===== config.mk =====
export PLATFORM = sky130hd
export DESIGN_NAME = pipe_stage_reg
export DESIGN_NICKNAME = d
export VERILOG_FILES = /design/src/rtl/pipe_stage_reg.sv
export SDC_FILE = /design/constraint.sdc
export NUM_CORES = 1
export LEC_CHECK = 0
export BUFFER_PORTS_ARGS = -buffer_cell sky130_fd_sc_hd__buf_4
export CAP_MARGIN = 20
export CORE_MARGIN = 4
export CORE_UTILIZATION = 30
export DETAILED_ROUTE_END_ITERATION = 8
export GPL_ROUTABILITY_DRIVEN = 0
export PLACE_DENSITY = 0.73
export SYNTH_ARGS = -nofsm -noshare
export SYNTH_HDL_FRONTEND = slang
export SYNTH_SLANG_ARGS = --single-unit

===== constraint.sdc =====
create_clock -name clk -period 1.3 [get_ports clk]
set_input_delay 0.13 -clock clk [delete_from_list [all_inputs] [get_ports clk]]
set_output_delay 0.13 -clock clk [all_outputs]
set_load 0.03 [all_outputs]

===== src/rtl/pipe_stage_reg.sv =====
// Inter-stage pipeline register: payload, valid and hazard metadata, plus forwarding queries.
// Optional PIPE_STAGE_PERF_EN adds saturating stall/bubble performance counters.
module pipe_stage_reg #(
    parameter int unsigned PAYLOAD_W     = 64,
    parameter int unsigned TNEW_W        = 2,
    parameter int unsigned TNEW_DEC      = 1,
    parameter int unsigned NQ            = 2,
    parameter int unsigned CLEAR_PAYLOAD = 1
) (
    input  logic                 clk,
    input  logic                 reset,
    input  logic                 en,
    input  logic                 flush,
    input  logic                 in_valid,
    input  logic [PAYLOAD_W-1:0] in_payload,
    input  logic                 in_regwrite,
    input  logic [4:0]           in_wa,
    input  logic [TNEW_W-1:0]    in_tnew,
    output logic                 out_valid,
    output logic [PAYLOAD_W-1:0] out_payload,
    output logic                 out_regwrite,
    output logic [4:0]           out_wa,
    output logic [TNEW_W-1:0]    out_tnew,
    input  logic [NQ*5-1:0]      query_addr,
    output logic [NQ-1:0]        fwd_hit,
    output logic [NQ-1:0]        fwd_ready,
    output logic [31:0]          stall_cnt,
    output logic [31:0]          bubble_cnt
);

    logic                 valid_q,    valid_d;
    logic [PAYLOAD_W-1:0] payload_q,  payload_d;
    logic                 regwrite_q, regwrite_d;
    logic [4:0]           wa_q,       wa_d;
    logic [TNEW_W-1:0]    tnew_q,     tnew_d;

    logic [31:0]          tnew_ext;
    logic [TNEW_W-1:0]    tnew_loaded;

    // Widen before subtracting so TNEW_DEC larger than the field cannot wrap.
    assign tnew_ext    = 32'(in_tnew);
    assign tnew_loaded = (tnew_ext > TNEW_DEC) ? TNEW_W'(tnew_ext - TNEW_DEC) : '0;

    always_comb begin
        valid_d    = valid_q;
        payload_d  = payload_q;
        regwrite_d = regwrite_q;
        wa_d       = wa_q;
        tnew_d     = tnew_q;
        if (flush) begin
            valid_d    = 1'b0;
            regwrite_d = 1'b0;
            wa_d       = '0;
            tnew_d     = '0;
            if (CLEAR_PAYLOAD != 0) begin
                payload_d = '0;
            end
        end else if (en) begin
            valid_d    = in_valid;
            payload_d  = in_payload;
            regwrite_d = in_regwrite & in_valid;
            wa_d       = in_valid ? in_wa : 5'd0;
            tnew_d     = tnew_loaded;
        end
    end

    always_ff @(posedge clk) begin
        if (reset) begin
            valid_q    <= 1'b0;
            payload_q  <= '0;
            regwrite_q <= 1'b0;
            wa_q       <= '0;
            tnew_q     <= '0;
        end else begin
            valid_q    <= valid_d;
            payload_q  <= payload_d;
            regwrite_q <= regwrite_d;
            wa_q       <= wa_d;
            tnew_q     <= tnew_d;
        end
    end

    assign out_valid    = valid_q;
    assign out_payload  = payload_q;
    assign out_regwrite = regwrite_q;
    assign out_wa       = wa_q;
    assign out_tnew     = tnew_q;

    logic stage_writes;
    logic tnew_zero;

    // $0 is hardwired to zero, so it is never a forwarding source.
    assign stage_writes = valid_q & regwrite_q & (wa_q != 5'd0);
    assign tnew_zero    = (tnew_q == '0);

    always_comb begin
        fwd_hit   = '0;
        fwd_ready = '0;
        for (int k = 0; k < NQ; k++) begin
            fwd_hit[k]   = stage_writes & (wa_q == query_addr[5*k +: 5]);
            fwd_ready[k] = fwd_hit[k] & tnew_zero;
        end
    end

`ifdef PIPE_STAGE_PERF_EN
    logic [31:0] stall_cnt_q,  stall_cnt_d;
    logic [31:0] bubble_cnt_q, bubble_cnt_d;
    logic        stall_evt;
    logic        bubble_evt;

    // A stall only counts when it is actually holding a live instruction.
    assign stall_evt  = ~flush & ~en & valid_q;
    assign bubble_evt = flush | (en & ~in_valid);

    always_comb begin
        stall_cnt_d  = stall_cnt_q;
        bubble_cnt_d = bubble_cnt_q;
        if (stall_evt && (stall_cnt_q != 32'hFFFF_FFFF)) begin
            stall_cnt_d = stall_cnt_q + 32'd1;
        end
        if (bubble_evt && (bubble_cnt_q != 32'hFFFF_FFFF)) begin
            bubble_cnt_d = bubble_cnt_q + 32'd1;
        end
    end

    always_ff @(posedge clk) begin
        if (reset) begin
            stall_cnt_q  <= '0;
            bubble_cnt_q <= '0;
        end else begin
            stall_cnt_q  <= stall_cnt_d;
            bubble_cnt_q <= bubble_cnt_d;
        end
    end

    assign stall_cnt  = stall_cnt_q;
    assign bubble_cnt = bubble_cnt_q;
`else
    assign stall_cnt  = '0;
    assign bubble_cnt = '0;
`endif

endmodule


Word level (Yosys, flattened, before mapping)

Cells that the tools add are included.

Output and inout port bits: 141
Input port bits: 87
Logic and storage cells: 21
Register bits after elaboration: 73

Equality and inequality tests: 2
Bitwise gates (word level): 7
Magnitude comparators: 1
Multiplexer cells: 2
Reduce and logical (&&, ||, !) cells: 3
Add/sub/neg operators: 1

Operator list:

| kind                  | count |
|---|---|
| $eq A5 B5 Y1          | 2 |
| $and A1 B1 Y1         | 7 |
| $mux W5               | 1 |
| $reduce_bool A5 Y1    | 1 |
| $gt A2 B1 Y1 const B  | 1 |
| $logic_not A2 Y1      | 1 |
| $mux W2               | 1 |
| $reduce_or A2 Y1      | 1 |
| $sub A2 B1 Y2 const B | 1 |

Depth between registers and ports, before layout

Gate-level depths: netlist (run 1).

Word-level depth: 4
Gate-level depth with buffers: 5
Mapped depth without buffers: 3

Worst setup path before layout (run 1)

OpenSTA, ideal clock, no wires.

Path type: reg2out
Start: register wa_q[0] (netlist: out_wa[0])
End: output port fwd_hit[0]
Setup slack: -0.716 ns
Data arrival time: 1.886 ns
Required time: 1.170 ns
Cell stages (with the launch flop): 4
Path buffers: 0
Cell sequence: dfxtp_1 or4_4 o211ai_2 nor4_1

Word-level cells in the longest chain between the ends: 3
Elaborated cells on any way between the ends: 4
Those cells by class: eq/ne (1); bitwise (2); reduce/logical (1)

Ends and longest elaborated chain:

| item                   | RTL line | text |
|---|---|---|
| start, declared        | 34       | `logic [4:0] wa_q, wa_d;` |
| start signal, assigned | 78       | `wa_q <= wa_d;` |
| $reduce_bool A5 Y1     | 93       | `assign stage_writes = valid_q & regwrite_q & (wa_q != 5'd0);` |
| $and A1 B1 Y1          | 93       |  |
| $and A1 B1 Y1 *        | 100      | `fwd_hit[k] = stage_writes & (wa_q == query_addr[5*k +: 5]);` |
| end, declared          | 25       | `output logic [NQ-1:0] fwd_hit,` |

Every way passes the cells marked *; elsewhere a longest branch is shown, timed or not.

Final worst setup path (run 1)

Start: register wa_q[3] (netlist: out_wa[3])
End: output port fwd_hit[0]

The elaborated chain is that of the path after synthesis.

==> results by group, run 1 <==
Clock network
  – Worst-Skew Late Latency: around 330 ps
  – Clock sinks: 73
  – Root Buffer Master: clkbuf_8
  – CTS clk-pin slew, worst paths: roughly 80 ps
  – Clock buffer count from CTS: 9
  – CTS tree: yes
  – CTS H-tree lvls: 3
  – Max Buffers Root-to-Sink: 2

Placed design
  – DP HPWL: ~6500 µm
  – IO Port Bufs: roughly 160

Drt
  – First-pass detailed-route iteration total: 4
  – ANT nets after route: 0
  – Post-DR wirelength/cell: around 13 µm
  – Post-DR vias/cell: between 4 and 5
  – DR iter-0 viols: 61
  – Drt drc: 0
  – Detailed-route wire length: about 8400 µm
  – Via count: approximately 2600

Worst setup path
  – Setup crit end kind: output pin
  – Setup CP Type: register to output pin
  – R2R Setup Slk: between 400 and 500 ps
  – Top Family by Delay on Critical Path: simple AND/OR/NAND/NOR gates
  – CP bufs+invs: 1
  – Max stage delay on crit path: ~560 ps
  – Worst r2r path cells: 3
  – Critical path's slowest cell: or4_4
  – CP required: 1170 ps
  – Crit path depth: 4
  – CP startpoint kind: register
  – Crit-path cells: or4_4 -> o211ai_4 -> nor4_4 -> buf_6
  – CP Max Fanout: 2
  – Arr. time, crit path: roughly 1700 ps

Logic synthesis
  – Avg Cell Area, Syn: 9.77 µm²
  – Yosys reg bits: 73
  – Synth Area in Compound Gates: 2.54%
  – Sequential share of the synthesized area: a little under half
  – Share of the synthesized area in the top cell type: a little under half
  – Largest family of logic cells by synthesized area: multiplexers
  – Ys Warns: 0
  – Post-synthesis mux area share: between 10% and 20%
  – Synth area leaders: dfxtp_1 (46%), mux2i_1 (20%), buf_4 (16%)
  – Post-synthesis adder-cell area fraction: 0%
  – Post-synthesis cell type count: 23
  – Syn Inst Count: 328
  – Synth Area in Simple Gates: a little under an eighth
  – Synthesized cell area: approximately 3200 µm²
  – Post-Synth XOR/XNOR Area: 2.73%
  – Yosys top cell by area: dfxtp_1

Finish
  – Fill cell count: between 1000 and 1500
  – Layout area overhead: 48.8%
  – N_diodes: 0
  – Share of layout cells above drive strength 1: between 40% and 50%
  – Most frequent cells in the layout: buf_4 (171), nor2_1 (71), mux2i_1 (64), conb_1 (64), dfxtp_1 (64)
  – Commonest non-fill, non-tap cell in the layout: buf_4
  – Nets: 588

Die
  – Die area: 12400 µm²
  – Die Y: roughly 110 µm
  – Core box area: about 10000 µm²
  – IO Pins: 228
  – Die W: around 110 µm
  – Initial Utilization: 30.9%
  – Row count: 37

Timing
  – WHS: 25.5 ps
  – Final Cycle Share: 138%
  – Final setup violation count: 4
  – Final hold vios: 0
  – RSZ-0062 raised after global routing: yes
  – Worst Skew: 0 ps
  – Tmin final: ~1800 ps
  – Final Slew Violations: 0
  – Max Clk Rate: between 500 and 600 MHz
  – Final Worst Setup Slack: -497 ps

Pwr
  – Leakage: between 2 and 2.5 nW
  – Power share of the clock group: between 30 and 40%
  – Total chip power: 5.36 mW
  – Combinational share of power: 19.7%
  – Cell Pwr Density: around 1100 nW/µm²
  – Psw: about 1.6 mW
  – Max VDD drop: approximately 0.00057 V
  – Flop pwr share: 43.7%
  – Sw frac: approximately 29%
  – Internal power: between 3 and 4 mW

Global routing
  – GRT Util Overall: around an eighth
  – First-pass GRT wire length: between 10000 and 15000 µm
  – Largest net degree at the start of global routing: 74
  – GRT Residual Overflow: 0
  – Vias in the first global route: between 2000 and 3000
  – Initial antenna violation count: 0

Min path
  – Worst Hold Class: input pin to register
  – Hold depth: 3

Status
  – Violated checks: setup timing
  – Status: finished, violations left

Flow run
  – Max-cap violations: 0
## power groups by stage
| stage | logic, mW | clock network (mW) | registers [mW] |
|---|---|---|---|
| after CTS | 1.06 | 2.04 | 2.34 |
| after global placement | 1.03 | 0 | 2.39 |
| after floorplan | 0.665 | 0 | 2.53 |
| after detailed placement | 1.05 | 0 | 2.39 |
| final | 1.05 | 1.96 | 2.34 |
| after global routing | 1.12 | 2.15 | 2.35 |
## what timing repair did
item / in CTS / in global routing
resized for setup: 3 / 4
hold endpoints to repair: 3 / 0
pin swaps: 6 / 2
setup endpoints to repair: 4 / 4
setup buffers: 0 / 0
hold buffers: 3 / 0
## synth_stat cells, drive strengths merged
cell type	count
or2	1
xor2	1
xnor2	9
inv	1
o21ai	1
or4	1
nor4	2
buf	72
a22oi	6
o211ai	1
nand3	2
clkbuf	9
nor3	2
a21oi	3
conb	1
nand2	5
dfxtp	73
and4bb	1
nand3b	1
and2	1
mux2i	64
nor2	71
## final timing paths
kind | endpoint | from
worst min-delay path | out_payload[62]$_SDFFE_PP0P_ | in_payload[62]
worst max-delay path | fwd_hit[0] | out_wa[3]$_SDFFE_PP0P_
worst max register to register | out_wa[0]$_SDFFE_PP0P_ | out_wa[0]$_SDFFE_PP0P_
worst min register to register | out_tnew[0]$_SDFFE_PP0P_ | out_tnew[0]$_SDFFE_PP0P_
## logic make-up (layout without fill, tap and decap cells)
logic type                after synthesis  after routing
AOI/OAI and AO/OA                      11             11
xor gates and xnor gates               10             10
buffers and inverters                  82            197
DFF                                    73             73
muxes                                  64             64
other                                   1             64
and+or+nand+nor                        87             87
## per-layer routing
layer  track usage, %  share of wire (%)  up-vias
met5                0                  0        -
met4             4.54                1.5        0
met3             6.85                 13        8
met2             21.8                 47      146
met1             14.9                 38     1208
li1                 -                  -     1287
## cell type report
cell class              count  area [µm²]  share of cell area (%)
clock buffers              10         128                    2.68
repair buffers            180        1400                    29.3
flip-flops and latches     73        1480                    31.0
clock inverters             6        91.3                    1.92
well taps                 136         170                    3.57
inverters                   1        3.75                  0.0787
multi-input cells         236        1500                    31.4
## stage by stage
step	utilization [%]	instances	worst slack [ps]	area (µm²)	setup TNS, ps
floorplan	-	391	-125	3530	-432
global placement	43.3	623	-189	4490	-710
detailed placement	43.3	623	-206	4490	-763
CTS	45.8	642	-585	4750	-2130
global route	46.0	642	-576	4770	-2170
finish	46.0	642	-497	4770	-1890
## state kept, by name, indices dropped and copies added, names as in the netlist
register      flops
out_tnew          2
out_regwrite      1
out_payload      64
out_valid         1
out_wa            5
## worst register-to-register path, cell delays in order (launching register included)
cell,delay (ps)
dfxtp_4,340
buf_4,150
a22oi_1,180
nor2_1,50
No activity file was read; power rests on OpenSTA's default activity.
==> inputs of run 2 (changes only) <==
--- a/config.mk
+++ b/config.mk
@@ -15,3 +15,4 @@
 export SYNTH_ARGS = -nofsm -noshare
 export SYNTH_HDL_FRONTEND = slang
 export SYNTH_SLANG_ARGS = --single-unit
+export TNS_END_PERCENT = 10
==> run 2 against run 1 <==
Against the previous run: the flow still finishes with violations (setup timing); via count up 3.9%; sequential power about the same; non-clock buffer count up 23; die area unchanged; routed wire length up 4.1%; first-iteration DRC count up 30%; worst hold slack worse by 12 ps; sequential cell count unchanged; critical path depth unchanged; clock power down 5%; setup slack worse by 52 ps; largest cell class is now non-clock buffers; highest routed layer unchanged.
==> results by group, run 2 (same netlist as run 1, synthesis figures left out) <==
Finish
  – N_diodes: 0 (unchanged)
  – Layout area overhead: 55.0%
  – Nets: 611 (+3.9%)
  – Largest register FFs: 64 (unchanged)
  – Most frequent cells in the layout: buf_4 (173), nor2_1 (71), dfxtp_1 (66)
  – Util after Layout: 47.9% (+1.9 points)
  – Commonest non-fill, non-tap cell in the layout: buf_4
  – Share of layout cells above drive strength 1: 39.9% (-2.4 points)
  – Final instance area: 4970 µm² (+4.2%)

Global routing
  – M2 GR Usage: 24.5% (+2.7 points)
  – GRT Residual Overflow: 0 (unchanged)
  – Initial antenna violation count: 0 (unchanged)
  – First-pass GRT wire length: 13900 µm (+3.5%)
  – GRT Util Overall: 13.8% (+0.53 points)
  – Largest net degree at the start of global routing: 40 (-46%)
  – Global routing usage on met3: 6.68% (-0.16 points)
  – Vias in the first global route: 2857 (+3.3%)
  – Top Usage Layer GRT: met2
  – Routing usage on met1: 14.1% (-0.81 points)

Worst setup path
  – Worst r2r path cells: 3 (unchanged)
  – Max stage delay on crit path: 570 ps (about the same)
  – Crit-path cells: or4_4 -> o211ai_4 -> nor4_4 -> buf_4
  – Setup CP Type: register to output pin
  – CP required: 1170 ps (about the same)
  – Setup crit end kind: output pin
  – CP startpoint kind: register
  – CP Max Fanout: 2 (unchanged)
  – Critical path's slowest cell: or4_4
  – Arr. time, crit path: 1720 ps (+50 ps)

Timing
  – Tmin final: 1850 ps (+51.6 ps)
  – Max Clk Rate: 541 MHz (-2.8%)
  – Worst Skew: 0 ps (unchanged)
  – Setup total negative slack: -2080 ps (-196 ps)
  – RSZ-0062 raised after global routing: yes
  – Final setup violation count: 4 (unchanged)
  – Final Cycle Share: 142% (+4.0 points)
  – Final hold vios: 0 (unchanged)
  – Final Worst Setup Slack: -549 ps (-51.6 ps)
  – Final Slew Violations: 0 (unchanged)

Clock network
  – CTS clk-pin slew, worst paths: 80 ps (about the same)
  – Max Buffers Root-to-Sink: 2 (unchanged)
  – Post-CTS Setup Inserts: 0 (unchanged)
  – Worst-Skew Late Latency: 340 ps (about the same)
  – CTS H-tree lvls: 3 (unchanged)
  – Clock sinks: 73 (unchanged)
  – Root Buffer Master: clkbuf_8
  – CTS tree: yes
  – Clock buffer count from CTS: 9 (unchanged)

Die
  – IO Pins: 228 (unchanged)
  – Die W: 111 µm (unchanged)
  – Core box area: 10400 µm² (unchanged)
  – Row count: 37 (unchanged)
  – Die area: 12400 µm² (unchanged)
  – Initial Utilization: 30.9% (unchanged)
  – Die Y: 111 µm (unchanged)

Placed design
  – Placed Area: 4490 µm² (+0.11%)
  – Place WS: -190 ps (+16.4 ps)
  – IO Port Bufs: 163 (unchanged)
  – DP HPWL: 6700 µm (+3.2%)

Min path
  – Worst Hold Class: input pin to register
  – Hold depth: 3 (unchanged)

Drt
  – First-pass detailed-route iteration total: 4 (unchanged)
  – Drt drc: 0 (unchanged)
  – ANT nets after route: 0 (unchanged)
  – Post-DR vias/cell: 4.14 (+0.30%)
  – Post-DR wirelength/cell: 13.2 µm (+0.49%)
  – Via count: 2752 (+3.9%)
  – DR iter-0 viols: 79 (+30%)
  – Detailed-route wire length: 8760 µm (+4.1%)

Status
  – Status: finished, violations left
  – Violated checks: setup timing

Pwr
  – Leakage: 2.49 nW (+3.5%)
  – Max VDD drop: 0.000564 V (-1.7%)
  – Cell Pwr Density: 1070 nW/µm² (-4.8%)

Flow run
  – Max-cap violations: 0 (unchanged)
[run 2: changes by cell type in the layout (fill, tap and decap cells not counted), moves of 2 or more]
cell | previous run | this run
dfxtp_4 | 2 | 0
dfxtp_1 | 64 | 66
buf_4 | 171 | 173
xnor2_1 | 7 | 9
xnor2_2 | 2 | 0
dlygate4sd3_1 | 3 | 25
buf_6 | 4 | 2
[run 2: metrics by stage]
stage | hold slack (ps) | instances | total power [mW]
after CTS | 0.156 | 665 | 5.39
after global routing | 15.8 | 665 | 5.59
after global placement | 363 | 624 | 3.43
after floorplan | 274 | 391 | 3.20
final | 13.7 | 665 | 5.32
after detailed placement | 375 | 624 | 3.45
[run 2: critical path: cells and delay by family (launching register included)]
kind | cells | cell delay, ps
simple gates | 2 | 620
compound gates | 1 | 250
buf+inv | 1 | 180
flops | 1 | 320
[run 2: timing repair]
action | in CTS | in global routing
hold buffers | 25 | 0
gates resized for setup | 3 | 0
pin swaps | 1 | 0
gates cloned | 0 | 0
endpoints found under the setup margin | 4 | 4
endpoints found under the hold margin | 25 | 0
[run 2: final cells by class]
cell class / count / area (µm²)
tap: 136 / 170
timing repair buffer: 203 / 1630
clock buffer: 10 / 138
multi-input combinational: 236 / 1480
inverter: 1 / 3.75
sequential: 73 / 1470
clock inverter: 6 / 73.8
fill: 912 / 5400
[run 2: path summary, 6_finish.rpt]
check / startpoint / to / slack, ps
setup / recovery: out_wa[0]$_SDFFE_PP0P_ / fwd_hit[0] / -550
hold / removal: in_payload[21] / out_payload[21]$_SDFFE_PP0P_ / 10
setup reg to reg: out_regwrite$_SDFFE_PP0P_ / out_regwrite$_SDFFE_PP0P_ / 450
hold reg to reg: out_tnew[1]$_SDFFE_PP0P_ / out_tnew[1]$_SDFFE_PP0P_ / 490
[run 2: where the power goes]
| group | switching, mW | internal, mW |
|---|---|---|
| registers | 0.0387 | 2.31 |
| clock network | 0.900 | 0.962 |
| logic | 0.657 | 0.455 |
| total | 1.60 | 3.72 |
[run 2: layer usage]
layer / vias up / routed length, µm
li1: 1336 / -
met1: 1254 / 3180
met2: 148 / 4420
met3: 14 / 1010
met4: 0 / 162
met5: - / 0
==> inputs of run 3 (changes only) <==
--- a/config.mk
+++ b/config.mk
@@ -12,6 +12,7 @@
 export DETAILED_ROUTE_END_ITERATION = 8
 export GPL_ROUTABILITY_DRIVEN = 0
 export PLACE_DENSITY = 0.73
+export RECOVER_POWER = 25
 export SYNTH_ARGS = -nofsm -noshare
 export SYNTH_HDL_FRONTEND = slang
 export SYNTH_SLANG_ARGS = --single-unit
==> run 3 against run 2 <==
Against the previous run: the run still ends with setup timing left; critical path depth unchanged; clock-buffer cell count unchanged; sequential share of layout area increased by 0.34 points; cell count unchanged; setup slack got worse by 1.9 ps; sequential cell count unchanged; die area unchanged; via count decreased by 0.33%; worst hold slack improved by 1.9 ps; sequential power about the same; core utilization decreased by 0.54 points; critical endpoint unchanged; largest cell class unchanged; largest power group unchanged.
==> results by group, run 3 (same netlist as run 1, synthesis figures left out) <==
Status
  – Status: finished, violations left
  – Violated checks: setup timing

Placed design
  – Placed insts: 624 (unchanged)
  – DP HPWL: 6700 µm (unchanged)
  – IO Port Bufs: 163 (unchanged)
  – Place WS: -190 ps (unchanged)

Drt
  – Post-DR vias/cell: 4.12 (-0.33%)
  – ANT nets after route: 0 (unchanged)
  – Via count: 2743 (-0.33%)
  – Post-DR wirelength/cell: 13.2 µm (about the same)
  – Drt drc: 0 (unchanged)
  – DR iter-0 viols: 69 (-13%)
  – Detailed-route wire length: 8760 µm (about the same)
  – First-pass detailed-route iteration total: 4 (unchanged)

Pwr
  – Power share of the clock group: 35.2% (+0.2 points)
  – Leakage: 2.47 nW (-0.86%)
  – Max VDD drop: 0.000564 V (-0.14%)
  – Cell Pwr Density: 1080 nW/µm² (+0.80%)
  – Internal power: 3.71 mW (-0.47%)
  – Sw frac: 30.1% (+0.088 points)
  – Flop pwr share: 44.2% (about the same)
  – Combinational share of power: 20.6% (-0.3 points)
  – Psw: 1.60 mW (about the same)

Timing
  – Max Clk Rate: 540 MHz (-0.10%)
  – Final Worst Setup Slack: -551 ps (-1.87 ps)
  – Final hold vios: 0 (unchanged)
  – Final setup violation count: 4 (unchanged)
  – Final Cycle Share: 142% (+0.14 points)
  – Setup total negative slack: -2090 ps (-6.70 ps)
  – Final Slew Violations: 0 (unchanged)
  – Worst-Margin Slew: between 700 and 800 ps
  – Worst Skew: 0 ps (unchanged)
  – Slew HR: 48.0%
  – RSZ-0062 raised after global routing: yes
  – Tmin final: 1850 ps (+1.87 ps)

Finish
  – Layout area overhead: 53.3%
  – Util after Layout: 47.4% (-0.54 points)
  – Nets: 611 (unchanged)
  – Largest register FFs: 64 (unchanged)
  – Fill cell count: 920 (+0.88%)
  – Most frequent cells in the layout: buf_4 (168), nor2_1 (71), dfxtp_1 (66)
  – Commonest non-fill, non-tap cell in the layout: buf_4
  – N_diodes: 0 (unchanged)
  – Share of layout cells above drive strength 1: 39.7% (-0.19 points)
  – Fin cells: 665 (unchanged)

Worst setup path
  – Setup CP Type: register to output pin
  – Worst r2r path cells: 3 (unchanged)
  – Max stage delay on crit path: 570 ps (about the same)
  – Critical path's slowest cell: or4_4
  – Arr. time, crit path: 1720 ps (about the same)
  – Setup crit end kind: output pin
  – CP startpoint kind: register
  – CP required: 1170 ps (about the same)
  – Crit-path cells: or4_4 -> o211ai_4 -> nor4_4 -> buf_4
  – CP Max Fanout: 2 (unchanged)

Clock network
  – Worst-Skew Late Latency: 340 ps (about the same)
  – CTS tree: yes
  – Clock sinks: 73 (unchanged)
  – Clock buffer count from CTS: 9 (unchanged)
  – CTS clk-pin slew, worst paths: 80 ps (about the same)
  – Max Buffers Root-to-Sink: 2 (unchanged)
  – Root Buffer Master: clkbuf_8
  – Post-CTS Setup Inserts: 0 (unchanged)
  – CTS H-tree lvls: 3 (unchanged)

Global routing
  – Largest net degree at the start of global routing: 40 (unchanged)
  – Initial antenna violation count: 0 (unchanged)
  – Vias in the first global route: 2857 (unchanged)
  – GRT Residual Overflow: 0 (unchanged)
  – GRT Util Overall: 13.8% (unchanged)
  – First-pass GRT wire length: 13900 µm (unchanged)

Die
  – Die area: 12400 µm² (unchanged)
  – Row count: 37 (unchanged)
  – Core box area: 10400 µm² (unchanged)
  – Die Y: 111 µm (unchanged)
  – IO Pins: 228 (unchanged)
  – Die W: 111 µm (unchanged)
  – Initial Utilization: 30.9% (unchanged)

Min path
  – Worst Hold Class: input pin to register
  – Hold depth: 3 (unchanged)

Flow run
  – Max-cap violations: 0 (unchanged)
==> run 3: changes by cell type in the layout (fill, tap and decap cells not counted), sizes merged <==
cell    delta
clkbuf     +8
buf        -8
==> run 3: area by class of cell <==
class	instances	area (µm²)	area share (%)
Multi-Input combinational cell	236	1480	30.1
Clock inverter	6	73.8	1.50
Timing Repair Buffer	203	1580	32.1
Tap cell	136	170	3.46
Clock buffer	10	138	2.80
Sequential cell	73	1470	29.9
Inverter	1	3.75	0.0764
==> run 3: final timing paths <==
path | from | to | slack [ps]
max | out_wa[0]$_SDFFE_PP0P_ | fwd_hit[0] | -550
max reg2reg | out_regwrite$_SDFFE_PP0P_ | out_regwrite$_SDFFE_PP0P_ | 440
min | in_payload[21] | out_payload[21]$_SDFFE_PP0P_ | 20
min reg2reg | out_tnew[1]$_SDFFE_PP0P_ | out_tnew[1]$_SDFFE_PP0P_ | 480
==> run 3: worst max-delay path, delay by kind of cell (launching register included) <==
kind / cells / cell delay, ps
AOI/OAI and AO/OA: 1 / 250
and+or+nand+nor: 2 / 620
DFF: 1 / 320
buffers and inverters: 1 / 180
==> run 3: power groups by stage <==
stage / Sequential [mW] / Combinational [mW] / Clock, mW
floorplan: 2.54 / 0.664 / 0
global placement: 2.39 / 1.04 / 0
detailed placement: 2.40 / 1.05 / 0
CTS: 2.35 / 1.11 / 1.94
global route: 2.35 / 1.17 / 2.05
finish: 2.34 / 1.09 / 1.87
==> run 3: through the flow <==
stage | cell area, µm² | hold slack (ps) | total power [mW]
4_1_cts | 4970 | 0.156 | 5.39
2_1_floorplan | 3510 | 274 | 3.20
3_3_place_gp | 4490 | 363 | 3.43
6_report | 4910 | 15.7 | 5.30
5_1_grt | 4910 | 16.1 | 5.57
3_5_place_dp | 4490 | 375 | 3.45
==> run 3: timing repair <==
item,4_1_cts,5_1_grt
gates resized for setup,3,0
pin swaps,1,0
gates cloned,0,0
setup endpoints to repair,4,4
endpoints found under the hold margin,25,0
hold buffers,25,0
==> run 3: routing by layer <==
layer | vias up | routed length, µm | track usage [%]
met5 | - | 0 | 0
met4 | 0 | 162 | 5.19
met3 | 14 | 1040 | 6.68
met2 | 150 | 4430 | 24.5
met1 | 1243 | 3130 | 14.1
li1 | 1336 | - | -
